File: src/rtl/batter_led_scan_if.sv
// Bus between the at-bat logic and the batter result display.
// The master side drives results and clear; the slave side drives the LED pins.
interface batter_led_scan_if #(
    parameter int NUM_DIGITS = 4
);
    logic [4:0]            hitout;
    logic                  hit_valid;
    logic                  clear;
    logic [7:0]            batter_led;
    logic [NUM_DIGITS-1:0] dig_n;
    logic                  err;

    modport master (
        output hitout, hit_valid, clear,
        input  batter_led, dig_n, err
    );

    modport slave (
        input  hitout, hit_valid, clear,
        output batter_led, dig_n, err
    );
endinterface

File: src/rtl/batter_led_scan.sv
// Multiplexed batter-result display: keeps a shift history of the last
// NUM_DIGITS results, scans a common-anode seven-segment bank, and blinks
// the newest result for BLINK_PERIODS off/on periods after it arrives.
module batter_led_scan #(
    parameter int NUM_DIGITS    = 4,
    parameter int SCAN_DIV      = 1000,
    parameter int BLINK_DIV     = 2500000,
    parameter int BLINK_PERIODS = 3
) (
    input logic               clk,
    input logic               rst_n,
    batter_led_scan_if.slave  bus
);
    localparam int SCAN_W  = $clog2(SCAN_DIV);
    localparam int BLINK_W = $clog2(BLINK_DIV);
    localparam int HALF_W  = $clog2(2 * BLINK_PERIODS + 1);
    localparam int IDX_W   = $clog2(NUM_DIGITS);

    localparam logic [SCAN_W-1:0]  SCAN_LAST  = SCAN_W'(SCAN_DIV - 1);
    localparam logic [BLINK_W-1:0] BLINK_LAST = BLINK_W'(BLINK_DIV - 1);
    localparam logic [HALF_W-1:0]  HALF_LOAD  = HALF_W'(2 * BLINK_PERIODS);
    localparam logic [IDX_W-1:0]   IDX_LAST   = IDX_W'(NUM_DIGITS - 1);

    // Result codes: 0 blank, 1..4 hit1..hit4, 5 out.
    function automatic logic [7:0] glyph(input logic [2:0] code);
        case (code)
            3'd1:    glyph = 8'b10011111;
            3'd2:    glyph = 8'b00100101;
            3'd3:    glyph = 8'b00001101;
            3'd4:    glyph = 8'b10010001;
            3'd5:    glyph = 8'b00000011;
            default: glyph = 8'b11111111;
        endcase
    endfunction

    // Only called with a one-hot vector; bit 4 is hit1, bit 0 is out.
    function automatic logic [2:0] encode(input logic [4:0] h);
        if (h[4])      encode = 3'd1;
        else if (h[3]) encode = 3'd2;
        else if (h[2]) encode = 3'd3;
        else if (h[1]) encode = 3'd4;
        else           encode = 3'd5;
    endfunction

    logic [2:0]            hist_q [NUM_DIGITS];
    logic [2:0]            hist_d [NUM_DIGITS];
    logic [SCAN_W-1:0]     scan_cnt_q, scan_cnt_d;
    logic [IDX_W-1:0]      idx_q, idx_d;
    logic [BLINK_W-1:0]    blink_cnt_q, blink_cnt_d;
    logic [HALF_W-1:0]     half_q, half_d;
    logic [7:0]            led_q, led_d;
    logic [NUM_DIGITS-1:0] dig_n_q, dig_n_d;
    logic                  err_q, err_d;

    logic accept;
    logic invalid;
    logic blink_off;

    assign accept    = bus.hit_valid && !bus.clear && $onehot(bus.hitout);
    assign invalid   = bus.hit_valid && !bus.clear && !$onehot(bus.hitout);
    // half_q counts remaining halves down; even counts are the "off" halves,
    // so loading 2*BLINK_PERIODS starts with an off half.
    assign blink_off = (half_q != '0) && !half_q[0];

    // Next-state: scan prescaler/index, blink timer, history and registered outputs.
    always_comb begin
        hist_d      = hist_q;
        scan_cnt_d  = scan_cnt_q;
        idx_d       = idx_q;
        blink_cnt_d = blink_cnt_q;
        half_d      = half_q;
        err_d       = invalid;
        dig_n_d     = '1;
        led_d       = 8'hFF;

        if (scan_cnt_q == SCAN_LAST) begin
            scan_cnt_d = '0;
            idx_d      = (idx_q == IDX_LAST) ? '0 : idx_q + 1'b1;
        end else begin
            scan_cnt_d = scan_cnt_q + 1'b1;
        end

        if (half_q != '0) begin
            if (blink_cnt_q == BLINK_LAST) begin
                blink_cnt_d = '0;
                half_d      = half_q - 1'b1;
            end else begin
                blink_cnt_d = blink_cnt_q + 1'b1;
            end
        end

        if (bus.clear) begin
            for (int i = 0; i < NUM_DIGITS; i++) hist_d[i] = 3'd0;
            half_d      = '0;
            blink_cnt_d = '0;
        end else if (accept) begin
            for (int i = NUM_DIGITS - 1; i > 0; i--) hist_d[i] = hist_q[i-1];
            hist_d[0]   = encode(bus.hitout);
            half_d      = HALF_LOAD;
            blink_cnt_d = '0;
        end

        for (int k = 0; k < NUM_DIGITS; k++) dig_n_d[k] = (idx_q != IDX_W'(k));
        led_d = (idx_q == '0 && blink_off) ? 8'hFF : glyph(hist_q[idx_q]);
    end

    // State and output registers with synchronous active-low reset.
    always_ff @(posedge clk) begin
        if (!rst_n) begin
            for (int i = 0; i < NUM_DIGITS; i++) hist_q[i] <= 3'd0;
            scan_cnt_q  <= '0;
            idx_q       <= '0;
            blink_cnt_q <= '0;
            half_q      <= '0;
            led_q       <= 8'hFF;
            dig_n_q     <= '1;
            err_q       <= 1'b0;
        end else begin
            hist_q      <= hist_d;
            scan_cnt_q  <= scan_cnt_d;
            idx_q       <= idx_d;
            blink_cnt_q <= blink_cnt_d;
            half_q      <= half_d;
            led_q       <= led_d;
            dig_n_q     <= dig_n_d;
            err_q       <= err_d;
        end
    end

    assign bus.batter_led = led_q;
    assign bus.dig_n      = dig_n_q;
    assign bus.err        = err_q;
endmodule
File: src/flat_wrapper.sv
// flat-port wrapper written by rule: the top's interface ports become plain ports
module batter_led_scan_flat 
#(
    parameter int NUM_DIGITS    = 4,
    parameter int SCAN_DIV      = 1000,
    parameter int BLINK_DIV     = 2500000,
    parameter int BLINK_PERIODS = 3
)
  (clk, rst_n, bus_hitout, bus_hit_valid, bus_clear, bus_batter_led, bus_dig_n, bus_err);
  batter_led_scan_if #(.NUM_DIGITS(NUM_DIGITS)) bus_i ();
  input logic clk;
  input logic rst_n;
  input wire logic [$bits(bus_i.hitout)-1:0] bus_hitout;
  input wire logic [$bits(bus_i.hit_valid)-1:0] bus_hit_valid;
  input wire logic [$bits(bus_i.clear)-1:0] bus_clear;
  output wire logic [$bits(bus_i.batter_led)-1:0] bus_batter_led;
  output wire logic [$bits(bus_i.dig_n)-1:0] bus_dig_n;
  output wire logic [$bits(bus_i.err)-1:0] bus_err;
  assign bus_i.hitout = bus_hitout;
  assign bus_i.hit_valid = bus_hit_valid;
  assign bus_i.clear = bus_clear;
  assign bus_batter_led = bus_i.batter_led;
  assign bus_dig_n = bus_i.dig_n;
  assign bus_err = bus_i.err;
  batter_led_scan #(.NUM_DIGITS(NUM_DIGITS), .SCAN_DIV(SCAN_DIV), .BLINK_DIV(BLINK_DIV), .BLINK_PERIODS(BLINK_PERIODS)) u_core (.clk(clk), .rst_n(rst_n), .bus(bus_i));
endmodule
File: config.mk
export PLATFORM = sky130hd
export DESIGN_NAME = batter_led_scan_flat
export DESIGN_NICKNAME = d
export VERILOG_FILES = /design/src/rtl/batter_led_scan_if.sv /design/src/rtl/batter_led_scan.sv /design/src/flat_wrapper.sv
export SDC_FILE = /design/constraint.sdc
export NUM_CORES = 1
export LEC_CHECK = 0
export CAP_MARGIN = 30
export CORE_MARGIN = 4
export CORE_UTILIZATION = 45
export DETAILED_ROUTE_END_ITERATION = 10
export PLACE_DENSITY = 0.64
export SLEW_MARGIN = 20
export SYNTH_ARGS = -nofsm -noshare
export SYNTH_HDL_FRONTEND = slang
export SYNTH_SLANG_ARGS = --single-unit
File: constraint.sdc
create_clock -name clk -period 3.6 [get_ports clk]
set_clock_uncertainty 0.05 [all_clocks]
set_input_delay 0.54 -clock clk [delete_from_list [all_inputs] [get_ports clk]]
set_output_delay 0.54 -clock clk [all_outputs]
set_load 0.005 [all_outputs]
==> results.py <==
metrics = {
    "floorplan": {
        "start_util": 0.473,
        "dieArea_sq_um": 7670,
        "boundaryPins": 22,
        "die_w_um": 87.6,
        "fp.dieH_um": 87.6,
        "coreArea_sq_um": 6030,
        "rows": 28,
    },
    "yosys": {
        "synth_edf_count": 0,
        "ys.flop_type": "dfxtp_1",
        "yosys_warnings": 0,
        "ys_seq_area_frac": 0.421,
        "syn_area_sq_um": 2850,
        "yosysTopAreaCell": "dfxtp_1",
        "synth_seq_cells": 60,
        "netlist_instances": 318,
        "ys_types": 43,
        "synth.most_common_cell": "dfxtp_1",
        "ys_async_sr_fraction": 0,
        "netlist.area_leader.share": 0.421,
        "synth_common_cells": "dfxtp_1 (60), nand2_1 (33), o21ai_0 (20), nor3_1 (17)",
        "synth_fp_nets": 341,
        "synth.area.top_cells": "dfxtp_1 (42%), ha_1 (5.3%), nand2_1 (4.3%), o21ai_0 (3.5%), xnor2_1 (3.4%)",
        "avgSynthCellArea_sq_um": 8.97,
    },
    "clocking": {
        "cts_setup_buffers": 0,
        "cts_tree": "yes",
        "clk_latency_ns": 0.33,
        "clk_pin_slew_ns": 0.07,
        "clock_path_buffers": 2,
        "cts.sinks": 60,
        "htreeDepth": 3,
        "cts.repair.resized": 0,
        "root_buffer": "clkbuf_8",
        "cts_hold_buffers": 0,
        "numCtsBuffers": 9,
    },
    "place": {
        "pre_cts_slack_ns": 0.129,
        "io_buffers": 20,
        "gp_congestion": 0.756,
        "place_hpwl_um": 3950,
        "placed_area_sq_um": 3100,
    },
    "timing": {
        "final_max_slew_viol_count": 0,
        "fin_ws_ns": 0.667,
        "min_period_over_period": 0.815,
        "rsz0062_at_grt": "no",
        "maxSlewHeadroom": 0.657,
        "maxClockFrequency_mhz": 341,
        "fin_setup_tns_ns": 0,
        "fin_crit_ns": 2.93,
        "setup_viol": 0,
        "hold_viol": 0,
        "worstMarginPinSlew_ns": 0.513,
    },
    "worst_setup_path": {
        "crit_path_start": "bus_hitout[2]",
        "startpoint_type": "primary input",
        "arrival_ns": 3.13,
        "crit_type": "primary input to flip-flop",
        "crit_path_end": "u_core.blink_cnt_q[15]",
        "reg2reg_slack_ns": 1.11,
        "crit_fanout": 15,
        "endpoint_kind": "flip-flop",
        "reg2regPathDepth": 7,
        "r2r-end": "u_core.blink_cnt_q[9]",
        "worstReg2RegStart": "u_core.half_q[0]",
        "cp.required_ns": 3.80,
    },
    "grt": {
        "grt_overflow": 0,
        "grt_pass1_wl_um": 9890,
        "grt_usage": 0.165,
        "grt_pass1_vias": 2091,
        "grt_max_degree": 19,
        "antenna_found_initial": 0,
    },
    "final_layout": {
        "n_fill_cell": 570,
        "seq_area_sq_um": 1200,
        "layout-drive-gt1-share": 0.0845,
        "final_area_sq_um": 3300,
        "multiInputGateArea_sq_um": 1530,
        "diodes": 0,
        "areaGrowthSynthToFinish_pct": 15.8,
        "fin_nets": 361,
    },
    "power_and_ir_drop": {
        "power.density_nw_per_um2": 406,
        "leakage_nw": 1.08,
        "ir_worst_vdd_mv": 0.217,
    },
    "route": {
        "drt-total-wl_um": 5780,
        "drtIter0Drc": 110,
        "num_vias": 2294,
        "route.detailed.drc": 0,
        "drt_first_pass_iters": 4,
        "avgViaCountPerCell": 5.49,
        "post_drt_wl_per_cell_um": 13.8,
        "ant_nets": 0,
    },
    "job": {
        "drv_cap": 0,
    },
    "run_status": {
        "outcome": "finished clean",
    },
    "min_path": {
        "hold_path.class": "flip-flop to flip-flop",
    },
}
==> cells in the final DEF (no fill, tap or decap), types with 11 or more instances in the layout <==
cell | Yosys | routed
dfxtp_1 | 60 | 60
nand2_1 | 33 | 33
o21ai_0 | 20 | 20
clkdlybuf4s50_1 | 0 | 20
nor3_1 | 17 | 16
nor2_1 | 15 | 15
a21oi_1 | 15 | 15
inv_1 | 12 | 12
ha_1 | 12 | 12
nand3_1 | 11 | 11
xnor2_1 | 11 | 11
==> through the flow <==
stage / util / power, mW / hold slack [ns] / instances
finish: 0.548 / 1.34 / 0.406 / 418
global route: 0.548 / 1.40 / 0.425 / 418
CTS: 0.547 / 1.35 / 0.406 / 417
detailed placement: 0.515 / 0.762 / 0.389 / 401
global placement: 0.515 / 0.760 / 0.384 / 401
floorplan: - / 0.732 / 0.368 / 318
==> how the worst min path moves through the flow <==
stage | endpoint | slack, ns | start | depth (start not counted)
2_1_floorplan | u_core.scan_cnt_q[0] | 0.37 | u_core.scan_cnt_q[0] | 1
3_3_place_gp | u_core.scan_cnt_q[0] | 0.38 | u_core.scan_cnt_q[0] | 1
3_5_place_dp | u_core.scan_cnt_q[0] | 0.39 | u_core.scan_cnt_q[0] | 1
4_1_cts | u_core.scan_cnt_q[0] | 0.41 | u_core.scan_cnt_q[0] | 1
5_1_grt | u_core.scan_cnt_q[0] | 0.42 | u_core.scan_cnt_q[0] | 1
6_report | u_core.scan_cnt_q[0] | 0.41 | u_core.scan_cnt_q[0] | 1
==> layer usage <==
metal / up-vias / part of all wire / global-route usage
met5: - / 0 / 0
met4: 0 / 0.018 / 0.0962
met3: 7 / 0.028 / 0.0329
met2: 31 / 0.42 / 0.227
met1: 1061 / 0.53 / 0.237
li1: 1195 / - / -
==> registers in the layout (all words and copies together), names as in the netlist <==
register / cells
u_core.bus.batter_led: 6
u_core.bus.err: 1
u_core.hist_q: 12
u_core.scan_cnt_q: 10
u_core.bus.dig_n: 4
u_core.blink_cnt_q: 22
u_core.idx_q: 2
u_core.half_q: 3
==> area by class of cell <==
class	count	area share
Sequential cell	60	0.364
Multi-Input combinational cell	230	0.464
Inverter	12	0.0136
Clock buffer	10	0.0387
Clock inverter	6	0.0197
Tap cell	75	0.0284
Timing Repair Buffer	25	0.0720
==> critical path, cell delays in order <==
cell	delay, ns
clkdlybuf4s50_1	0.47
inv_1	0.07
ha_1	0.31
fa_1	0.39
inv_1	0.08
fa_1	0.44
nand4_1	0.13
buf_4	0.20
nand2_1	0.09
buf_4	0.21
a211oi_1	0.19
==> cells by family (layout without fill, tap and decap cells) <==
| kind of cell | count (synthesis) | in the layout | synth area share |
|---|---|---|---|
| compound gates | 64 | 64 | 0.143 |
| mux | 5 | 5 | 0.0307 |
| xor+xnor | 17 | 17 | 0.0522 |
| other cells | 1 | 1 | 0.00132 |
| fa+ha+maj | 14 | 14 | 0.0667 |
| buf+inv | 28 | 53 | 0.0439 |
| flops | 60 | 60 | 0.421 |
| simple gates | 129 | 129 | 0.241 |
==> power by group <==
part	internal, mW	total [mW]	switching, mW	leakage (nW)
Sequential	0.669	0.673	0.00369	0.485
Clock	0.319	0.590	0.271	0.0962
Combinational	0.0311	0.0756	0.0445	0.499
Total	1.02	1.34	0.319	1.08
Note: power is estimated with default switching activity, not from simulation.
